`config.mk`:
```
export PLATFORM = sky130hd
export DESIGN_NAME = apb_master_bridge_flat
export DESIGN_NICKNAME = d
export VERILOG_FILES = /design/src/rtl/apb_master_bridge_if.sv /design/src/rtl/apb_master_bridge.sv /design/src/flat_wrapper.sv
export SDC_FILE = /design/constraint.sdc
export NUM_CORES = 1
export LEC_CHECK = 0
export ABC_AREA = 1
export BUFFER_PORTS_ARGS = -buffer_cell sky130_fd_sc_hd__buf_2
export CAP_MARGIN = 15
export CORE_AREA = 2 2 118 120
export CTS_CLUSTER_DIAMETER = 30
export DETAILED_ROUTE_END_ITERATION = 8
export DIE_AREA = 0 0 120 122
export PLACE_DENSITY = 0.78
export SYNTH_ARGS = -nofsm -noshare
export SYNTH_HDL_FRONTEND = slang
export SYNTH_SLANG_ARGS = --single-unit
```
`constraint.sdc`:
```
create_clock -name PCLK -period 10.4 [get_ports PCLK]
set_clock_uncertainty 0.1 [all_clocks]
set_input_delay 2.08 -clock PCLK [delete_from_list [all_inputs] [get_ports PCLK]]
set_output_delay 2.08 -clock PCLK [all_outputs]
set_load 0.01 [all_outputs]
```
`src/rtl/apb_master_bridge_if.sv`:
```
// Bus bundle between the CPU data port, the APB bridge and the APB slaves.
// Handshake: transfer is a request strobe sampled only while the bridge is idle.
// The CPU holds or reissues it until it sees ready, a one-cycle completion pulse
// that err qualifies. On the APB side PSEL/PENABLE run SETUP then ACCESS, and the
// selected slave ends ACCESS with PREADY.
interface apb_master_bridge_if #(
    parameter int NUM_SLAVES = 4
);
    // CPU side
    logic                     transfer;
    logic [31:0]              addr;
    logic                     write;
    logic [31:0]              wdata;
    logic [31:0]              rdata;
    logic                     ready;
    logic                     err;
    // APB side
    logic [31:0]              PADDR;
    logic                     PWRITE;
    logic [31:0]              PWDATA;
    logic                     PENABLE;
    logic [NUM_SLAVES-1:0]    PSEL;
    logic [32*NUM_SLAVES-1:0] PRDATA_all;
    logic [NUM_SLAVES-1:0]    PREADY_all;
    // FSM state for observation
    logic [1:0]               dbg_state;

    modport master (
        input  transfer, addr, write, wdata, PRDATA_all, PREADY_all,
        output rdata, ready, err, PADDR, PWRITE, PWDATA, PENABLE, PSEL, dbg_state
    );

    modport slave (
        output transfer, addr, write, wdata, PRDATA_all, PREADY_all,
        input  rdata, ready, err, PADDR, PWRITE, PWDATA, PENABLE, PSEL, dbg_state
    );
endinterface

```
`src/rtl/apb_master_bridge.sv`:
```
// APB requester: latches one CPU request, decodes it to a single PSEL line,
// runs SETUP/ACCESS with a bounded wait and returns a registered ready/err pulse.
module apb_master_bridge #(
    parameter int          NUM_SLAVES     = 4,
    parameter logic [31:0] ADDR_BASE      = 32'h1000_0000,
    parameter int          SPAN_BITS      = 12,
    parameter int          TIMEOUT_CYCLES = 255
) (
    input logic                 PCLK,
    input logic                 PRESET,
    apb_master_bridge_if.master bus
);
    localparam int IDXW = (NUM_SLAVES > 1) ? $clog2(NUM_SLAVES) : 1;
    localparam int TAGS = SPAN_BITS + IDXW;
    localparam int CW   = $clog2(TIMEOUT_CYCLES + 1);
    // Value the count holds on the last permitted ACCESS edge.
    localparam logic [CW-1:0] CNT_LAST = CW'(TIMEOUT_CYCLES - 1);

    typedef enum logic [1:0] {
        S_IDLE   = 2'd0,
        S_ERR    = 2'd1,
        S_SETUP  = 2'd2,
        S_ACCESS = 2'd3
    } state_t;

    state_t                state, state_nxt;
    logic [IDXW-1:0]       req_idx, sel_idx;
    logic                  req_hit;
    logic                  pready_sel;
    logic [31:0]           prdata_sel;
    logic                  cnt_done;
    logic [CW-1:0]         cnt;
    logic [31:0]           paddr_q, pwdata_q, rdata_q;
    logic                  pwrite_q, ready_q, err_q;
    logic [NUM_SLAVES-1:0] psel_c;
    logic                  penable_c;

    // Address decode of the incoming request: region tag match plus slave index range.
    always_comb begin
        req_idx = bus.addr[SPAN_BITS +: IDXW];
        req_hit = ((bus.addr >> TAGS) == (ADDR_BASE >> TAGS)) &&
                  ({1'b0, req_idx} < (IDXW + 1)'(NUM_SLAVES));
    end

    // Pick the latched slave's PREADY/PRDATA; all other slaves are ignored.
    always_comb begin
        pready_sel = 1'b0;
        prdata_sel = '0;
        for (int k = 0; k < NUM_SLAVES; k++) begin
            if (sel_idx == k[IDXW-1:0]) begin
                pready_sel = bus.PREADY_all[k];
                prdata_sel = bus.PRDATA_all[32*k +: 32];
            end
        end
        cnt_done = (cnt == CNT_LAST);
    end

    // State register; reset returns to IDLE immediately.
    always_ff @(posedge PCLK or posedge PRESET) begin
        if (PRESET) state <= S_IDLE;
        else        state <= state_nxt;
    end

    // Next state: success on PREADY takes priority over the expiring count.
    always_comb begin
        state_nxt = state;
        case (state)
            S_IDLE:   if (bus.transfer) state_nxt = req_hit ? S_SETUP : S_ERR;
            S_ERR:    state_nxt = S_IDLE;
            S_SETUP:  state_nxt = S_ACCESS;
            S_ACCESS: if (pready_sel || cnt_done) state_nxt = S_IDLE;
            default:  state_nxt = S_IDLE;
        endcase
    end

    // APB strobes decoded straight from state so reset clears them without a clock.
    always_comb begin
        penable_c = (state == S_ACCESS);
        psel_c    = '0;
        for (int k = 0; k < NUM_SLAVES; k++) begin
            psel_c[k] = ((state == S_SETUP) || (state == S_ACCESS)) && (sel_idx == k[IDXW-1:0]);
        end
    end

    // Request latch, ACCESS wait counter and the registered completion pulse.
    always_ff @(posedge PCLK or posedge PRESET) begin
        if (PRESET) begin
            paddr_q  <= '0;
            pwrite_q <= 1'b0;
            pwdata_q <= '0;
            sel_idx  <= '0;
            cnt      <= '0;
            rdata_q  <= '0;
            ready_q  <= 1'b0;
            err_q    <= 1'b0;
        end else begin
            ready_q <= 1'b0;
            err_q   <= 1'b0;
            case (state)
                S_IDLE: begin
                    if (bus.transfer) begin
                        paddr_q  <= bus.addr;
                        pwrite_q <= bus.write;
                        pwdata_q <= bus.wdata;
                        sel_idx  <= req_idx;
                        cnt      <= '0;
                    end
                end
                S_ERR: begin
                    ready_q <= 1'b1;
                    err_q   <= 1'b1;
                end
                S_ACCESS: begin
                    if (pready_sel) begin
                        ready_q <= 1'b1;
                        if (!pwrite_q) rdata_q <= prdata_sel;
                    end else begin
                        cnt <= cnt + 1'b1;
                        if (cnt_done) begin
                            ready_q <= 1'b1;
                            err_q   <= 1'b1;
                            rdata_q <= '0;
                        end
                    end
                end
                default: ;
            endcase
        end
    end

    assign bus.PADDR     = paddr_q;
    assign bus.PWRITE    = pwrite_q;
    assign bus.PWDATA    = pwdata_q;
    assign bus.PSEL      = psel_c;
    assign bus.PENABLE   = penable_c;
    assign bus.rdata     = rdata_q;
    assign bus.ready     = ready_q;
    assign bus.err       = err_q;
    assign bus.dbg_state = state;
endmodule

```
`src/flat_wrapper.sv`:
```
// flat-port wrapper written by rule: the top's interface ports become plain ports
module apb_master_bridge_flat 
#(
    parameter int          NUM_SLAVES     = 4,
    parameter logic [31:0] ADDR_BASE      = 32'h1000_0000,
    parameter int          SPAN_BITS      = 12,
    parameter int          TIMEOUT_CYCLES = 255
)
  (PCLK, PRESET, bus_transfer, bus_addr, bus_write, bus_wdata, bus_PRDATA_all, bus_PREADY_all, bus_rdata, bus_ready, bus_err, bus_PADDR, bus_PWRITE, bus_PWDATA, bus_PENABLE, bus_PSEL, bus_dbg_state);
  apb_master_bridge_if #(.NUM_SLAVES(NUM_SLAVES)) bus_i ();
  input logic PCLK;
  input logic PRESET;
  input wire logic [$bits(bus_i.transfer)-1:0] bus_transfer;
  input wire logic [$bits(bus_i.addr)-1:0] bus_addr;
  input wire logic [$bits(bus_i.write)-1:0] bus_write;
  input wire logic [$bits(bus_i.wdata)-1:0] bus_wdata;
  input wire logic [$bits(bus_i.PRDATA_all)-1:0] bus_PRDATA_all;
  input wire logic [$bits(bus_i.PREADY_all)-1:0] bus_PREADY_all;
  output wire logic [$bits(bus_i.rdata)-1:0] bus_rdata;
  output wire logic [$bits(bus_i.ready)-1:0] bus_ready;
  output wire logic [$bits(bus_i.err)-1:0] bus_err;
  output wire logic [$bits(bus_i.PADDR)-1:0] bus_PADDR;
  output wire logic [$bits(bus_i.PWRITE)-1:0] bus_PWRITE;
  output wire logic [$bits(bus_i.PWDATA)-1:0] bus_PWDATA;
  output wire logic [$bits(bus_i.PENABLE)-1:0] bus_PENABLE;
  output wire logic [$bits(bus_i.PSEL)-1:0] bus_PSEL;
  output wire logic [$bits(bus_i.dbg_state)-1:0] bus_dbg_state;
  assign bus_i.transfer = bus_transfer;
  assign bus_i.addr = bus_addr;
  assign bus_i.write = bus_write;
  assign bus_i.wdata = bus_wdata;
  assign bus_i.PRDATA_all = bus_PRDATA_all;
  assign bus_i.PREADY_all = bus_PREADY_all;
  assign bus_rdata = bus_i.rdata;
  assign bus_ready = bus_i.ready;
  assign bus_err = bus_i.err;
  assign bus_PADDR = bus_i.PADDR;
  assign bus_PWRITE = bus_i.PWRITE;
  assign bus_PWDATA = bus_i.PWDATA;
  assign bus_PENABLE = bus_i.PENABLE;
  assign bus_PSEL = bus_i.PSEL;
  assign bus_dbg_state = bus_i.dbg_state;
  apb_master_bridge #(.NUM_SLAVES(NUM_SLAVES), .ADDR_BASE(ADDR_BASE), .SPAN_BITS(SPAN_BITS), .TIMEOUT_CYCLES(TIMEOUT_CYCLES)) u_core (.PCLK(PCLK), .PRESET(PRESET), .bus(bus_i));
endmodule
```
# Word level (Yosys, flattened, before mapping)
# Cells that the tools add are included.
[classes]
add_sub_neg = 1
mul = 0
n_div = 0
n_lt_le_gt_ge = 0
eq_ne = 12
shifts = 0
muxes = 23
n_bitwise = 0
reduce_logical = 14
[op_table]
columns = ["op", "count"]
rows = [
  ["2-to-1 mux 32 bit", 7],
  ["== test 18 x 15 -> 1 bit (second input constant)", 1],
  ["2-to-1 mux 8 bit", 2],
  ["case mux 8 bit (2 select lines)", 1],
  ["adder 8 x 1 -> 8 bit (second input constant)", 1],
  ["== test 2 bit (second input constant)", 4],
  ["== test 8 bit (second input constant)", 1],
  ["case mux 2 bit (4 select lines)", 1],
  ["2-to-1 mux 1 bit", 7],
  ["2-to-1 mux 2 bit", 3],
  ["inequality test 2 bit (second input constant)", 3],
  ["AND reduction 3 bit", 2],
  ["== test 2 x 1 -> 1 bit (second input constant)", 2],
  ["logical AND 1 bit", 4],
  ["logical NOT 2 bit", 2],
  ["case mux 1 bit (2 select lines)", 2],
  ["AND reduction 2 bit", 2],
  ["nonzero test 2 bit", 2],
  ["logical OR 1 bit", 2],
  ["inequality test 2 x 1 -> 1 bit (second input constant)", 1],
]
[word_totals]
reg_bits = 111
latch_bits = 0
ramBits = 0
rom_bits = 0
input_bits = 200
n_memories = 0

# Logic depth before layout (Yosys ltp)
[depth]
word_depth = 8
mapped_depth = 10
mapped_depth_nobuf = 9

# Worst setup path before layout
# Ideal clock, no wire load.
[synth_timing]
kind = "reg2out"
start = "register, netlist name u_core.bus.PADDR[13]"
end = "output port bus_PSEL[2]"
arrival_time_ps = 1225
t_required_ps = 8220
slack_ps = 6995
stages_incl_launch_ff = 5
n_path_buf = 2
path_cell_list = "dfrtp_1 buf_2 clkbuf_1 inv_1 nor3_1"
[synth_rtl]
columns = ["element", "line_no", "rtl"]
rows = [
  ["to (decl)", "flat_wrapper.sv:26", "output wire logic [$bits(bus_i.PSEL)-1:0] bus_PSEL;"],
]

# Worst setup path in the final report
[layout_timing]
start = "register u_core.state[1] (netlist: u_core.bus.dbg_state[1])"
end = "output port bus_PENABLE"
[layout_via]
elab_chain_cells = 1
[layout_rtl]
columns = ["element", "line_no", "rtl"]
rows = [
  ["from (decl)", "apb_master_bridge.sv:26", "state_t state, state_nxt;"],
  ["from (signal assigned)", "apb_master_bridge.sv:61", "else state <= state_nxt;"],
  ["== test 2 bit", "apb_master_bridge.sv:78", "penable_c = (state == S_ACCESS);"],
  ["to (decl)", "flat_wrapper.sv:25", "output wire logic [$bits(bus_i.PENABLE)-1:0] bus_PENABLE;"],
]
# Every way passes these cells.

==> flow_summary.json <==
{
  "outcome": "finished clean",
  "antenna_found_initial": 0,
  "synth_compound_area_frac": 0.03578,
  "path_class": "reg -> out",
  "post_cts_buffers": 0,
  "path_clk_slew_ps": 70,
  "drc": 0,
  "final_area_mm2": 0.007766,
  "yosys_warnings": 0,
  "die_area_mm2": 0.01464,
  "met3_length_um": 1293,
  "core_mm2": 0.01350,
  "cts_resized": 0,
  "relSlewSlack": 0.3431,
  "numCtsBuffers": 9,
  "critPathMaxFanout": 36,
  "overflow": 0,
  "totalWireLength_um": 17130,
  "path_cells": "nand2_1 -> inv_2 -> buf_2",
  "ys_seq_area_frac": 0.4671,
  "fmax_mhz": 250.6,
  "clk_latency_ps": 340,
  "wire_per_inst_um": 14.31,
  "synthAdderAreaFrac": 0.004285,
  "dp_hpwl_um": 13050,
  "rsz0062_at_grt": "false",
  "num_vias": 5856,
  "grt_pass1_vias": 5704,
  "gp_congestion": 0.8658,
  "first_pass_iters": 4,
  "htreeDepth": 3,
  "die_x_um": 120,
  "peakVddDrop_mv": 0.09921,
  "netlist_top_cells_count": "210 x nand2_1, 109 x dfrtp_1, 94 x nand3_1, 71 x inv_1, 49 x nor2_1",
  "synthCells": 732,
  "cp_slowest_cell": "inv_2",
  "register_area_mm2": 0.002728,
  "cp.required_ps": 8220,
  "crit_path_start": "u_core.bus.dbg_state[1]",
  "synthFlopType": "dfrtp_1",
  "root_buffer": "clkbuf_16",
  "yosysMostFrequentCell": "nand2_1",
  "dpl_cell_area_mm2": 0.007452,
  "cts_tree": "yes",
  "area_growth_pct": 33.00,
  "io_pins": 306,
  "drive_above_1_share": 0.4051,
  "netlist.area_leader.share": 0.4671,
  "ys_ff_latch": 109,
  "grt_max_degree": 92,
  "drv_slew": 0,
  "start_kind": "flop",
  "tightest_slew_ps": 985.4,
  "synth_xor_area_frac": 0.006000,
  "max_stage_delay_ps": 540,
  "ys_types": 29,
  "hold_violations": 0,
  "die_y_um": 122,
  "start_util": 0.4324,
  "period_share": 0.3838,
  "worstPathArrival_ps": 1810,
  "fp-row-count": 43,
  "drt_first_iter_violations": 378,
  "synth.area.mux_share": 0.09064,
  "ant_nets": 0,
  "crit_family": "buffers and inverters",
  "synth_top_family_by_area": "simple AND/OR/NAND/NOR gates",
  "cp-end-kind": "output pin",
  "synthTopCellsByArea": "dfrtp_1 47%, nand2_1 13%, mux2_2 9.1%",
  "viasPerCell": 4.892,
  "grt_usage": 0.2313,
  "routed-wl-met2_um": 8639,
  "syn_avg_cell_area_um2": 7.977,
  "grt_pass1_wl_um": 27050,
  "multi_input_area_mm2": 0.002659,
  "hold_path_class": "reg -> reg",
  "powerDensity_mw_per_mm2": 156.0,
  "highest_layer": "met4",
  "clock-sinks": 109,
  "worstHoldStart": "u_core.bus.rdata[27]",
  "fill_cells": 1301,
  "async_reset_ff_frac": 1.000,
  "hold_buffers": 0,
  "static-leakage-power_uw": 0.004427,
  "synth-edff-count": 0,
  "synth_nets": 934,
  "cts.path.max_buffers": 2,
  "diodes": 0,
  "port-buffer-count": 305,
  "wl_met1_um": 6668,
  "timing.final.crit_period_ps": 3991,
  "setup_viol": 0,
  "setup_tns_ps": 0,
  "critPathBufInv": 2,
  "netlist_area_mm2": 0.005839,
  "cap_violations": 0,
  "yosys.area_share.simple": 0.3173,
  "crit-reg2reg-launch": "u_core.bus.PADDR[12]",
  "synth_area_leader_cell": "dfrtp_1",
  "nets": 1214
}
-- area by class of cell --
cell class,instances,share of cell area
Inverter,73,0.03560
Timing Repair Buffer,310,0.2014
Multi-Input combinational cell,509,0.3424
Tap cell,180,0.02900
Clock inverter,6,0.009667
Clock buffer,10,0.03077
Sequential cell,109,0.3512
-- placed cells by master, fill, tap and decap left out, types with 2 or more instances in the layout --
master and instances:
nor2_1 49, nand3b_1 12, inv_1 70, or2_2 28
a21oi_1 4, nand2_1 209, ha_1 2, or2_1 4
mux2_2 47, inv_6 2, buf_2 305, dfrtp_1 109
o21ai_0 33, nand4_1 6, nand2_2 2, clkbuf_16 9
nor2_2 2, inv_8 2, nor3_1 4, xor2_1 3
nand3_1 94, nand2_4 2, inv_2 2, buf_4 5
o21ai_1 2, nand3_2 2
-- registers in the layout, indices dropped and copies added (netlist names) --
signal / cells
u_core.bus.PWDATA: 32
u_core.bus.ready: 1
u_core.bus.err: 1
u_core.bus.rdata: 32
u_core.bus.PWRITE: 1
u_core.bus.PADDR: 32
u_core.bus.dbg_state: 2
u_core.cnt: 8
-- metrics by stage --
step / power [uW] / hold WS, ps / utilization / std cells / setup WS (ps)
final: 1212 / 371.5 / 0.5751 / 1197 / 6409
after CTS: 1223 / 375.2 / 0.5751 / 1197 / 6406
after global placement: 857.6 / 357.3 / 0.5518 / 1181 / 6391
after detailed placement: 865.1 / 357.5 / 0.5518 / 1181 / 6313
after floorplan: 723.4 / 408.6 / - / 732 / 5346
after global routing: 1286 / 406.7 / 0.5751 / 1197 / 6290
-- power breakdown --
| part | switching, uW | internal, uW |
|---|---|---|
| Combinational | 200 | 146 |
| Clock | 159 | 198 |
| Sequential | 30.4 | 478 |
-- worst register-to-register path: cells and delay by family (launching register included) --
kind          cells  cell delay [ps]
buf+inv           2              620
simple gates      7             1940
flops             1              390
-- worst paths after layout --
kind	end	slack, ps	cells after the start
max	bus_PENABLE	6410	3
min	u_core.bus.rdata[27]	370	2
max reg2reg	u_core.bus.rdata[17]	7260	9
min reg2reg	u_core.bus.rdata[27]	370	2
max in group asynchronous	u_core.cnt[5]	7270	3
min in group asynchronous	u_core.bus.PWDATA[30]	1660	2
-- per-layer routing --
metal  vias to the layer above  track usage
met4                         0      0.08750
li1                       2876            -
met2                       215       0.4041
met5                         -            0
met3                        38      0.06461
met1                      2727       0.2708
-- logic make-up after synthesis --
family          after synthesis
simple gates                415
flops                       109
compound gates               41
fa+ha+maj                     2
mux                          47
xor+xnor                      4
buf+inv                     114
Power figures use the tool's default switching activity.
